`src/rtl/pipeline_run_controller.sv`:
```
// rtl/pipeline_run_controller.sv - run/step sequencer for the 5-stage pipeline debug unit
// Turns the debug run mode into a global pipeline enable, drains on HALT, counts enabled cycles.
module pipeline_run_controller #(
  parameter int                        INSTRUCT_WIDTH    = 32,
  parameter logic [5:0]                HALT_OPCODE       = 6'b111111,
  parameter int                        DRAIN_CYCLES      = 4,
  parameter logic [INSTRUCT_WIDTH-1:0] STEP_CMD          = INSTRUCT_WIDTH'(32'h6e657874),
  parameter int                        CYCLE_COUNT_WIDTH = 32
) (
  input  logic                         i_clk,
  input  logic                         i_reset_n,
  input  logic [1:0]                   i_start_pipeline,
  input  logic [INSTRUCT_WIDTH-1:0]    i_command,
  input  logic                         i_command_valid,
  input  logic [INSTRUCT_WIDTH-1:0]    i_fetched_instruct,
  output logic                         o_pipeline_enable,
  output logic                         o_pc_freeze,
  output logic                         o_program_finished,
  output logic                         o_step_done,
  output logic [CYCLE_COUNT_WIDTH-1:0] o_cycle_count
);

  localparam int DW = $clog2(DRAIN_CYCLES + 1);

  typedef enum logic [2:0] {
    IDLE      = 3'd0,
    RUN       = 3'd1,
    STEP_WAIT = 3'd2,
    STEP_EXEC = 3'd3,
    FINISHED  = 3'd4
  } state_t;

  state_t                       state;
  logic                         halt_seen;
  logic [DW-1:0]                drain_cnt;
  logic [CYCLE_COUNT_WIDTH-1:0] cycle_count;
  logic                         step_done;

  logic stop;
  logic enable;
  logic is_halt;
  logic step_req;
  logic drain_last;
  logic unused_instr_bits;

  // Mode 10 behaves exactly like 00, so only bit 0 distinguishes stop from go.
  assign stop              = ~i_start_pipeline[0];
  assign enable            = (state == RUN) || (state == STEP_EXEC);
  assign is_halt           = i_fetched_instruct[INSTRUCT_WIDTH-1 -: 6] == HALT_OPCODE;
  assign step_req          = i_command_valid && (i_command == STEP_CMD);
  assign drain_last        = halt_seen && (drain_cnt == DW'(1));
  assign unused_instr_bits = ^i_fetched_instruct[INSTRUCT_WIDTH-7:0];

  always_ff @(posedge i_clk or negedge i_reset_n) begin
    if (!i_reset_n) begin
      state       <= IDLE;
      halt_seen   <= 1'b0;
      drain_cnt   <= '0;
      cycle_count <= '0;
      step_done   <= 1'b0;
    end else begin
      step_done <= (state == STEP_EXEC);

      if (enable) begin
        if (cycle_count != '1) cycle_count <= cycle_count + CYCLE_COUNT_WIDTH'(1);
        if (!halt_seen && is_halt) begin
          halt_seen <= 1'b1;
          drain_cnt <= DW'(DRAIN_CYCLES);
        end else if (halt_seen) begin
          drain_cnt <= drain_cnt - DW'(1);
        end
      end

      // Later assignments below override the E-cycle bookkeeping on start/abort.
      case (state)
        IDLE: begin
          if (i_start_pipeline[0]) begin
            state       <= i_start_pipeline[1] ? STEP_WAIT : RUN;
            cycle_count <= '0;
            halt_seen   <= 1'b0;
            drain_cnt   <= '0;
          end
        end
        RUN: begin
          if (stop) begin
            state     <= IDLE;
            halt_seen <= 1'b0;
            drain_cnt <= '0;
          end else if (drain_last) begin
            state <= FINISHED;
          end
        end
        STEP_WAIT: begin
          if (stop) begin
            state     <= IDLE;
            halt_seen <= 1'b0;
            drain_cnt <= '0;
          end else if (step_req) begin
            state <= STEP_EXEC;
          end
        end
        STEP_EXEC: begin
          if (stop) begin
            state     <= IDLE;
            halt_seen <= 1'b0;
            drain_cnt <= '0;
          end else begin
            state <= drain_last ? FINISHED : STEP_WAIT;
          end
        end
        FINISHED: begin
          if (stop) state <= IDLE;
        end
        default: state <= IDLE;
      endcase
    end
  end

  assign o_pipeline_enable  = enable;
  assign o_pc_freeze        = halt_seen;
  assign o_program_finished = (state == FINISHED);
  assign o_step_done        = step_done;
  assign o_cycle_count      = cycle_count;

endmodule

```
`config.mk`:
```
export PLATFORM = sky130hd
export DESIGN_NAME = pipeline_run_controller
export DESIGN_NICKNAME = d
export VERILOG_FILES = /design/src/rtl/pipeline_run_controller.sv
export SDC_FILE = /design/constraint.sdc
export NUM_CORES = 1
export LEC_CHECK = 0
export ABC_AREA = 0
export CAP_MARGIN = 20
export CORE_MARGIN = 5
export CORE_UTILIZATION = 42
export CTS_CLUSTER_DIAMETER = 80
export DETAILED_ROUTE_END_ITERATION = 8
export PLACE_DENSITY = 0.78
export SYNTH_ARGS = -nofsm -noshare
export SYNTH_HDL_FRONTEND = slang
export SYNTH_SLANG_ARGS = --single-unit
```
`constraint.sdc`:
```
create_clock -name i_clk -period 2.2 [get_ports i_clk]
set_input_delay 0.33 -clock i_clk [delete_from_list [all_inputs] [get_ports i_clk]]
set_output_delay 0.33 -clock i_clk [all_outputs]
set_load 0.02 [all_outputs]
```
======== After elaboration in Yosys (flattened, before gate mapping) ========
Index checks and enable logic that the tools add are counted.
storage, ports and cells
  bits in registers ....................... 40
  input bits .............................. 69
  output and inout port bits .............. 36
  logic and storage cells ................. 52
operators by class
  $add $sub $neg .......................... 2
  eq/ne operators ......................... 12
  mux-type cells .......................... 25
  reduce and logical (&&, ||, !) cells .... 8
operators with widths
  cell                                                   number
  two-way mux 32 bit                                     4
  two-way mux 3 bit                                      13
  adder 32 x 1 -> 32 bit, second input constant          1
  equality test 32 x 31 -> 1 bit, second input constant  1
  != test 32 bit, second input constant                  1
  case mux 3 bit (5 select lines)                        1
  equality test 3 x 1 -> 1 bit, second input constant    2
  equality test 3 x 2 -> 1 bit, second input constant    2
  equality test 6 bit, second input constant             1
  != test 3 bit, second input constant                   2
  case mux 3 bit (2 select lines)                        1
  two-way mux 1 bit                                      4
  != test 2 bit, second input constant                   2
  AND reduction 4 bit                                    1
  equality test 3 bit, second input constant             1
  logical AND 1 bit                                      3
  zero test 3 bit                                        1
  OR reduction 3 bit                                     1
  subtractor 3 x 1 -> 3 bit, second input constant       1
  two-way mux 2 bit                                      1
  case mux 1 bit (2 select lines)                        1
  zero test 1 bit                                        1
  logical OR 1 bit                                       1

======== Logic depth before layout (Yosys ltp) ========
Gate-level depths: netlist of the first run.
  depth after elaboration ................. 6
  depth in mapped cells ................... 7
  gate-level depth less buffers ........... 6

======== Worst setup path before layout of the first run ========
OpenSTA, ideal clock, no wires.
  kind .................................... register to register
  start point ............................. register cycle_count[0], in the netlist o_cycle_count[0]
  end point ............................... register cycle_count[14], in the netlist o_cycle_count[14]
  library setup time ...................... 78 ps
  arrival ................................. 1778 ps
  required time ........................... 2122 ps
  slack ................................... 344 ps
  cell stages (with the launch flop) ...... 7
  clock period less this slack ............ 1856 ps
  path through ............................ dfrtp_1 -> ha_1 -> nand4_2 -> nor3_2 -> o31ai_4 -> or3_1 -> a21oi_1
between the ends
  word-level cells in the longest chain between the ends .. 5
  elaborated cells between the ends (all ways) .. 6
  those cells by class .................... 1 x add/sub; 1 x eq/ne; 4 x mux
RTL lines
  element                                                   RTL line  RTL
  start: declaration                                        36        logic [CYCLE_COUNT_WIDTH-1:0] cycle_count;
  start signal: assignment                                  65        if (cycle_count != '1) cycle_count <= cycle_count + CYCLE_COUNT_WIDTH'(1);
  adder 32 x 1 -> 32 bit or != test 32 bit (tied branches)  65
  two-way mux 32 bit *                                      65
  two-way mux 32 bit *                                      64        if (enable) begin
  two-way mux 32 bit                                        77        if (i_start_pipeline[0]) begin
  two-way mux 32 bit *                                      75        case (state)
Every way passes the cells marked *; elsewhere a longest branch is shown, timed or not.
A chain may end at the register's enable or synchronous reset.

======== Final worst setup path of the first run ========
  start point ............................. register state[0]
  end point ............................... output port o_program_finished
between the ends
  word-level cells in the longest chain between the ends .. 1
RTL lines
  element                   RTL line  RTL
  start: declaration        33        state_t state;
  start signal: assignment  78        state <= i_start_pipeline[1] ? STEP_WAIT : RUN;
  start signal: assignment  108       state <= drain_last ? FINISHED : STEP_WAIT;
  equality test 3 bit       121       assign o_program_finished = (state == FINISHED);
  end: declaration          18        output logic o_program_finished,
Every way passes these cells.

==> impl_metrics.csv, run 1 <==
group,metric,value,unit
finish,drive_gt1_frac,0.0920,
clock_network,clockBufferDepth,2,
finish,mostFrequentLayoutCells,"clkdlybuf4s50_1 (76), dfrtp_1 (40), a21oi_1 (25)",
clock_network,clk_latency,0.29,ns
global_routing,grt_pass1_vias,2118,
clock_network,cts_setup_buffers,0,
global_routing,track_usage,0.168,
detailed_routing,num_vias,2200,
critical_path,start_kind,"register",
pwr,clkPwrFrac,0.338,
detailed_routing,drt_pre_antenna_iters,4,
clock_network,clock_sinks,40,
critical_path,r2r-end,"o_cycle_count[15]",
critical_path,startpoint,"state[0]",
sta,worst_slew_pin_slew,0.423,ns
yosys,syn_inst,240,
placement,dp_hpwl,4580,µm
yosys,syn_avg_cell_area,9.76,µm²
sta,clock.fmax,480,MHz
die,io_pins,105,
global_routing,grt.met1_usage,0.206,
critical_path,endpoint,"o_program_finished",
global_routing,grt_antenna_before_repair,0,
clock_network,clk_pin_slew,0.07,ns
yosys,ys_seq_area_frac,0.427,
yosys,ys_seq_elements,40,
yosys,ys_async_sr_fraction,1.00,
global_routing,grt_pass1_wl,9920,µm
sta,finalSetupViolCount,0,
global_routing,grt_overflow,0,
placement,dp_cells,389,
critical_path,reg2regPathDepth,6,
die,chipWidth,84.7,µm
critical_path,cp.arrival,1.75,ns
sta,maxSlewViolCount,0,
die,die_area,7170,µm²
global_routing,grt_use_met2,0.293,
pwr,p_leak,1.27,nW
finish,fillers,505,
clock_network,clockRootBuffer,"clkbuf_8",
critical_path,reg2reg_from,"state[2]",
outcome,outcome,"finished clean",
detailed_routing,routed_wl,5910,µm
detailed_routing,drc,0,
sta,rsz0062_at_grt,"no",
critical_path,setup.worst_path.end_class,"output pin",
clock_network,htreeDepth,2,
pwr,sw_frac_of_total,0.243,
yosys,synth_area,2340,µm²
sta,min_period,2.08,ns
sta,fin_ws,0.115,ns
critical_path,critPathRequiredTime,1.87,ns
yosys,ys_warn_count,0,
pwr,power.switching,0.000360,W
sta,skew,0.00433,ns
yosys,synth-main-ff-cell,"dfrtp_1",
critical_path,worstPathMaxFanout,6,
sta,hold_viol_final,0,
finish,seqCellArea,1000,µm²
placement,place.port_buffers,78,
critical_path,rrSetupSlack,0.27,ns
pwr,powerDensity,444,nW/µm²
finish,num_antenna_cells,0,
detailed_routing,ant_nets,0,
placement,dp_slack,0.221,ns
finish,final_common_cell,"clkdlybuf4s50_1",
clock_network,numCtsBuffers,5,
finish,instances_no_fill,398,
yosys,synth_edf_count,0,
detailed_routing,routed_via_density,5.53,
yosys,syn_nets,312,
die,core.rowCount,27,
pwr,seqPwrFrac,0.517,
clock_network,cts_tree,"yes",
detailed_routing,first_iter_violations,93,
global_routing,busiest_layer,"met2",
finish,area_growth,42.6,%
sta,tns,0,ns
sta,slew_headroom,0.717,
detailed_routing,routedWlPerCell,14.9,µm
pwr,p_int,0.00112,W
critical_path,critical_path_class,"reg -> out",
yosys,yosysUniqueCellTypes,50,
min_path,hp-class,"in -> async",
sta,fin_crit_sh,0.948,
flow_run,drv_cap,0,
die,coreArea,5470,µm²
global_routing,grt.met3_usage,0.0422,
global_routing,grt_max_degree,41,
finish,multi_input_area,1290,µm²
pwr,p_comb_frac,0.145,
die,start_util,0.428,
pwr,ir_worst_vdd,0.256,mV
placement,place.gp.congestion,0.896,
die,die_h,84.7,µm
finish,final_nets,397,
synth_stat cells, types with 4 or more instances:
master,n,share of area
clkbuf_1,4,0.0064
and3_1,5,0.013
xnor2_1,5,0.019
or3_1,22,0.059
o31ai_1,4,0.013
nand2b_1,4,0.011
o211ai_1,4,0.013
nor2_1,11,0.018
and4_1,8,0.030
inv_1,6,0.0096
nand2_1,17,0.027
dfrtp_1,40,0.43
o21ai_0,21,0.045
nand4_1,7,0.019
a21oi_1,25,0.053
nand3_1,10,0.021
worst max-delay path: stages (launching register included):
cell,delay [ns]
dfrtp_1,0.39
buf_4,0.16
nor2_1,0.13
and2_1,0.17
clkdlybuf4s50_1,0.61
worst min path at each step:
stage / startpoint / to / slack (ns) / depth (start not counted)
3_3_place_gp: i_reset_n / o_cycle_count[15] / 0.32 / 2
3_5_place_dp: i_reset_n / o_cycle_count[15] / 0.32 / 2
6_report: i_reset_n / o_step_done / 0.53 / 3
2_1_floorplan: i_reset_n / drain_cnt[0] / 0.03 / 0
5_1_grt: i_reset_n / o_cycle_count[15] / 0.54 / 3
4_1_cts: i_reset_n / o_cycle_count[15] / 0.54 / 3
registers in the layout, summed over array words and instances, names as in the netlist:
name	flops
o_cycle_count	32
o_pc_freeze	1
drain_cnt	3
state	3
o_step_done	1
kinds of logic (layout without fill, tap and decap cells):
group,Yosys count,in the layout,share of synthesized area
and+or+nand+nor,109,109,0.301
AOI/OAI and AO/OA,67,67,0.202
DFF,40,40,0.427
buffers and inverters,13,99,0.0230
xor gates and xnor gates,6,6,0.0224
adders and majority gates,3,3,0.0160
muxes,2,2,0.00855
final cells by class:
type,instances,area share
multi-input cells,187,0.387
well taps,72,0.0270
repair buffers,84,0.251
inverters,7,0.00824
clock buffers,8,0.0270
flip-flops and latches,40,0.300
stage by stage:
step           hold WS (ns)  total power [W]  instance area (µm²)   util
6_report              0.529          0.00148                 3340  0.610
5_1_grt               0.539          0.00155                 3340  0.610
4_1_cts               0.539          0.00150                 3340  0.610
3_5_place_dp          0.316         0.000995                 3240  0.591
3_3_place_gp          0.318         0.000991                 3240  0.591
2_1_floorplan        0.0344         0.000851                 2340      -
power groups by stage:
stage	registers (W)	clock network [W]	logic (W)
floorplan	0.000789	0	0.0000618
global placement	0.000780	0	0.000211
detailed placement	0.000780	0	0.000214
CTS	0.000766	0.000514	0.000217
global route	0.000769	0.000544	0.000234
finish	0.000767	0.000500	0.000214
routing by layer:
metal,part of all wire,wire length (µm),up-vias
met4,0.010,61,0
met3,0.040,235,6
met1,0.43,2570,1067
li1,-,-,1092
met2,0.52,3050,35
met5,0,0,-
repair_timing:
item	in CTS	in global routing
gates resized for setup	0	2
hold endpoints to repair	6	0
endpoints found under the setup margin	0	1
hold buffers	1	0
No activity file was read; power rests on OpenSTA's default activity.
==> run 2: changes to the inputs <==
--- a/config.mk
+++ b/config.mk
@@ -6,12 +6,12 @@
 export NUM_CORES = 1
 export LEC_CHECK = 0
 export ABC_AREA = 0
-export CAP_MARGIN = 20
+export CAP_MARGIN = 5
 export CORE_MARGIN = 5
-export CORE_UTILIZATION = 42
+export CORE_UTILIZATION = 45
 export CTS_CLUSTER_DIAMETER = 80
 export DETAILED_ROUTE_END_ITERATION = 8
-export PLACE_DENSITY = 0.78
+export PLACE_DENSITY = 0.84
 export SYNTH_ARGS = -nofsm -noshare
 export SYNTH_HDL_FRONTEND = slang
 export SYNTH_SLANG_ARGS = --single-unit
==> constraint.sdc (replaced) <==
create_clock -name i_clk -period 2.5 [get_ports i_clk]
set_input_delay 0.375 -clock i_clk [delete_from_list [all_inputs] [get_ports i_clk]]
set_output_delay 0.375 -clock i_clk [all_outputs]
set_load 0.02 [all_outputs]
==> run 2 against run 1 <==
  * Critical path depth fell by 1
  * Final area fell by 0.30%
  * Combinational power fell by 15%
  * Critical endpoint is now o_pipeline_enable
  * Largest power group unchanged
  * Highest routed layer unchanged
==> impl_metrics.csv, run 2 (same netlist as run 1, synthesis figures left out) <==
group,metric,value,unit
die,die_area,6750,µm²
sta,hold_viol_final,0,
clock_network,clockRootBuffer,"clkbuf_8",
die,io_pins,105,
detailed_routing,ant_nets,0,
pwr,ir_worst_vdd,0.250,mV
detailed_routing,num_vias,2226,
finish,fillers,422,
sta,fin_crit_sh,0.883,
finish,instances_no_fill,391,
placement,dp_cells,383,
finish,area_growth,42.1,%
placement,place.gp.congestion,0.785,
pwr,p_leak,1.25,nW
global_routing,grt_max_degree,41,
clock_network,clk_pin_slew,0.08,ns
sta,slew_headroom,0.385,
finish,final_nets,392,
global_routing,grt_pass1_vias,2223,
finish,drive_gt1_frac,0.0872,
clock_network,holdBufCountCts,0,
sta,skew,0.0116,ns
detailed_routing,routedWlPerCell,15.6,µm
clock_network,htreeDepth,2,
die,core.rowCount,26,
detailed_routing,routed_via_density,5.69,
sta,rsz0062_at_grt,"no",
sta,worst_slew_pin_slew,0.922,ns
clock_network,clk_latency,0.29,ns
clock_network,cts_tree,"yes",
sta,min_period,2.21,ns
global_routing,track_usage,0.194,
clock_network,clock_sinks,40,
sta,finalSetupViolCount,0,
outcome,outcome,"finished clean",
finish,mostFrequentLayoutCells,"clkdlybuf4s50_1 (77), dfrtp_1 (40), a21oi_1 (25)",
detailed_routing,drt_pre_antenna_iters,4,
critical_path,setup.worst_path.end_class,"output pin",
finish,num_antenna_cells,0,
die,die_h,82.1,µm
critical_path,critPathRequiredTime,2.12,ns
min_path,hp-class,"in -> async",
finish,largest_reg_flops,32,
sta,maxSlewViolCount,0,
critical_path,startpoint,"state[2]",
die,chipWidth,82.1,µm
global_routing,grt_antenna_before_repair,0,
global_routing,grt_pass1_wl,10200,µm
clock_network,clockBufferDepth,2,
critical_path,critical_path_class,"reg -> out",
critical_path,start_kind,"register",
clock_network,numCtsBuffers,5,
flow_run,drv_cap,0,
detailed_routing,first_iter_violations,69,
global_routing,grt_overflow,0,
clock_network,cts_resized,0,
critical_path,cp.arrival,1.83,ns
die,coreArea,5070,µm²
sta,clock.fmax,453,MHz
finish,final_common_cell,"clkdlybuf4s50_1",
placement,dp_hpwl,4600,µm
critical_path,worstPathMaxFanout,15,
placement,place.port_buffers,78,
clock_network,cts_setup_buffers,0,
detailed_routing,drc,0,
detailed_routing,routed_wl,6100,µm
critical_path,reg2reg_from,"state[2]",
pwr,powerDensity,432,nW/µm²
sta,tns,0,ns
die,start_util,0.462,
==> run 2: cell count changes in the layout (fill, tap and decap cells not counted), sizes merged <==
cell / previous run / this run
buf: 6 / 2
clkdlybuf4s50: 76 / 77
dlygate4sd3: 1 / 0
bufinv: 0 / 1
clkinv: 1 / 0
dlymetal6s2s: 1 / 0
inv: 6 / 7
clkbuf: 8 / 7
==> run 2: per-layer routing <==
layer | vias to the layer above | global-route usage | routed length (µm)
met5 | - | 0 | 0
met4 | 0 | 0.0482 | 31
met3 | 4 | 0.0369 | 235
li1 | 1084 | - | -
met2 | 44 | 0.367 | 3370
met1 | 1094 | 0.222 | 2460
==> run 2: through the flow <==
stage                      util  worst slack (ns)  total power [W]  hold slack (ns)  cell area, µm²
final                     0.656             0.294          0.00144            0.212            3330
after global routing      0.656             0.208          0.00149            0.288            3330
after CTS                 0.656             0.274          0.00145            0.242            3330
after detailed placement  0.631             0.510         0.000871            0.555            3200
after global placement    0.631             0.535         0.000866            0.533            3200
after floorplan               -             0.644         0.000749           0.0794            2340
==> run 2: final cells by class <==
type | count | area (µm²) | area share
Clock buffer | 7 | 96.3 | 0.0289
Clock inverter | 1 | 30.0 | 0.00902
Inverter | 7 | 26.3 | 0.00789
Multi-Input combinational cell | 187 | 1290 | 0.388
Sequential cell | 40 | 1000 | 0.301
Tap cell | 70 | 87.6 | 0.0263
Timing Repair Buffer | 79 | 796 | 0.239
==> run 2: report_power, final <==
group	leakage (nW)	total [W]	switching [W]	internal, W
combinational	0.632	0.000182	0.0000828	0.0000989
sequential	0.555	0.000677	0.0000190	0.000658
clock	0.0645	0.000579	0.000226	0.000352
total	1.25	0.00144	0.000328	0.00111
==> run 2: final timing paths <==
path,end,cells past startpoint,slack [ns]
min in group i_clk,drain_cnt[1],2,0.56
max,o_pipeline_enable,3,0.29
min,o_cycle_count[7],1,0.21
min reg2reg,drain_cnt[1],2,0.56
max in group asynchronous,o_cycle_count[1],1,1.71
max reg2reg,o_cycle_count[27],6,0.52
==> run 2: worst max-delay path: stages, from the launching register on <==
cell	delay, ns
dfrtp_1	0.40
nand2b_2	0.24
inv_2	0.24
clkdlybuf4s50_1	0.67
==> run 3: changes to the inputs <==
--- a/config.mk
+++ b/config.mk
@@ -7,7 +7,7 @@
 export LEC_CHECK = 0
 export ABC_AREA = 0
 export CAP_MARGIN = 5
-export CORE_MARGIN = 5
+export CORE_MARGIN = 10
 export CORE_UTILIZATION = 45
 export CTS_CLUSTER_DIAMETER = 80
 export DETAILED_ROUTE_END_ITERATION = 8
==> run 3 against run 2 <==
  * Setup slack worse by 0.016 ns
  * Cell count up 0.51%
  * Non-clock buffer count up 2
  * Register-to-register slack is essentially flat
  * Sequential share of layout area up 0.31 points
  * Fmax shrank 0.72%
  * Largest cell class unchanged
  * Largest power group unchanged
==> impl_metrics.csv, run 3 (same netlist as run 1, synthesis figures left out) <==
group,metric,value,unit
outcome,outcome,"finished clean",
die,chipWidth,92.1,µm
finish,num_antenna_cells,0,
sta,finalSetupViolCount,0,
critical_path,start_kind,"register",
clock_network,clk_pin_slew,0.07,ns
pwr,ir_worst_vdd,0.332,mV
finish,final_cell_area,3300,µm²
placement,dp_hpwl,4890,µm
global_routing,grt_antenna_before_repair,0,
finish,final_common_cell,"clkdlybuf4s50_1",
flow_run,drv_cap,0,
clock_network,clockBufferDepth,2,
die,coreArea,5070,µm²
clock_network,htreeDepth,2,
finish,area_growth,40.7,%
critical_path,setup.worst_path.end_class,"output pin",
die,core.rowCount,26,
global_routing,grt_max_degree,41,
sta,hold_viol_final,0,
finish,mostFrequentLayoutCells,"clkdlybuf4s50_1 (77), dfrtp_1 (40), a21oi_1 (25)",
sta,fin_ws,0.278,ns
global_routing,track_usage,0.143,
pwr,p_total,0.00130,W
clock_network,numCtsBuffers,5,
critical_path,cp_slowest_cell,"clkdlybuf4s50_1",
clock_network,clockRootBuffer,"clkbuf_8",
detailed_routing,ant_nets,0,
clock_network,clk_latency,0.29,ns
sta,fin_crit_sh,0.889,
detailed_routing,drc,0,
pwr,p_leak,1.24,nW
clock_network,cts_setup_buffers,0,
die,die_area,8490,µm²
min_path,hp-class,"in -> async",
detailed_routing,num_vias,2161,
placement,place.gp.congestion,0.777,
clock_network,clock_sinks,40,
critical_path,crit_path_max_incr_delay,0.67,ns
global_routing,grt_pass1_wl,10100,µm
finish,drive_gt1_frac,0.0867,
clock_network,cts_tree,"yes",
sta,skew,0.00514,ns
sta,tns,0,ns
finish,largest_reg_flops,32,
sta,slew_headroom,0.397,
critical_path,critical_path_class,"reg -> out",
sta,holdWs,0.194,ns
detailed_routing,routed_via_density,5.50,
clock_network,holdBufCountCts,0,
die,start_util,0.462,
die,die_h,92.1,µm
placement,dp_slack,0.524,ns
sta,worst_slew_pin_slew,0.905,ns
detailed_routing,routedWlPerCell,15.5,µm
sta,min_period,2.22,ns
sta,clock.fmax,450,MHz
global_routing,grt_overflow,0,
critical_path,worstPathMaxFanout,15,
placement,placed_cell_area,3210,µm²
placement,place.port_buffers,78,
global_routing,grt_pass1_vias,2125,
critical_path,cp_cell_sequence,"nand2b_2 -> inv_2 -> clkdlybuf4s50_1",
pwr,powerDensity,393,nW/µm²
critical_path,critPathBufInv,2,
clock_network,cts_resized,0,
detailed_routing,drt_pre_antenna_iters,4,
critical_path,cp_top_family,"buffers and inverters",
critical_path,critPathRequiredTime,2.12,ns
detailed_routing,routed_wl,6110,µm
die,io_pins,105,
sta,rsz0062_at_grt,"no",
finish,final_nets,394,
critical_path,cp.arrival,1.85,ns
sta,maxSlewViolCount,0,
detailed_routing,first_iter_violations,116,
-- run 3: worst paths after layout --
| kind | slack (ns) | startpoint | cells past startpoint | endpoint |
|---|---|---|---|---|
| worst min-delay path | 0.19 | i_reset_n | 1 | o_cycle_count[7] |
| worst min register to register | 0.56 | drain_cnt[1] | 2 | drain_cnt[1] |
| min in group i_clk | 0.56 | drain_cnt[1] | 2 | drain_cnt[1] |
| max in group asynchronous | 1.73 | i_reset_n | 1 | o_cycle_count[31] |
| worst max-delay path | 0.28 | state[2] | 3 | o_pipeline_enable |
| worst max register to register | 0.51 | state[2] | 6 | o_cycle_count[29] |
-- run 3: layout make-up --
class / count / area [µm²]
fillers: 432 / 1780
multi-input cells: 187 / 1290
flip-flops and latches: 40 / 1000
repair buffers: 81 / 798
clock buffers: 8 / 90.1
well taps: 70 / 87.6
inverters: 7 / 26.3
-- run 3: worst reg2reg max path, delay by kind of cell (launching register included) --
kind	cells	cell delay, ns
simple gates	3	0.92
compound gates	2	0.35
flops	1	0.41
buf+inv	1	0.24
-- run 3: stage by stage --
| stage | std cells | util |
|---|---|---|
| 2_1_floorplan | 240 | - |
| 3_3_place_gp | 385 | 0.632 |
| 3_5_place_dp | 385 | 0.632 |
| 4_1_cts | 393 | 0.649 |
| 5_1_grt | 393 | 0.649 |
| 6_report | 393 | 0.649 |
-- run 3: where the power goes --
| part | total (W) | switching, W | internal (W) |
|---|---|---|---|
| clock | 0.000440 | 0.000215 | 0.000225 |
| combinational | 0.000180 | 0.0000811 | 0.0000988 |
| sequential | 0.000675 | 0.0000174 | 0.000658 |
-- run 3: per-layer routing --
metal,vias to the layer above,track usage,part of all wire
li1,1089,-,-
met1,1024,0.159,0.40
met2,41,0.254,0.53
met3,7,0.0448,0.053
met4,0,0.0424,0.013
met5,-,0,0
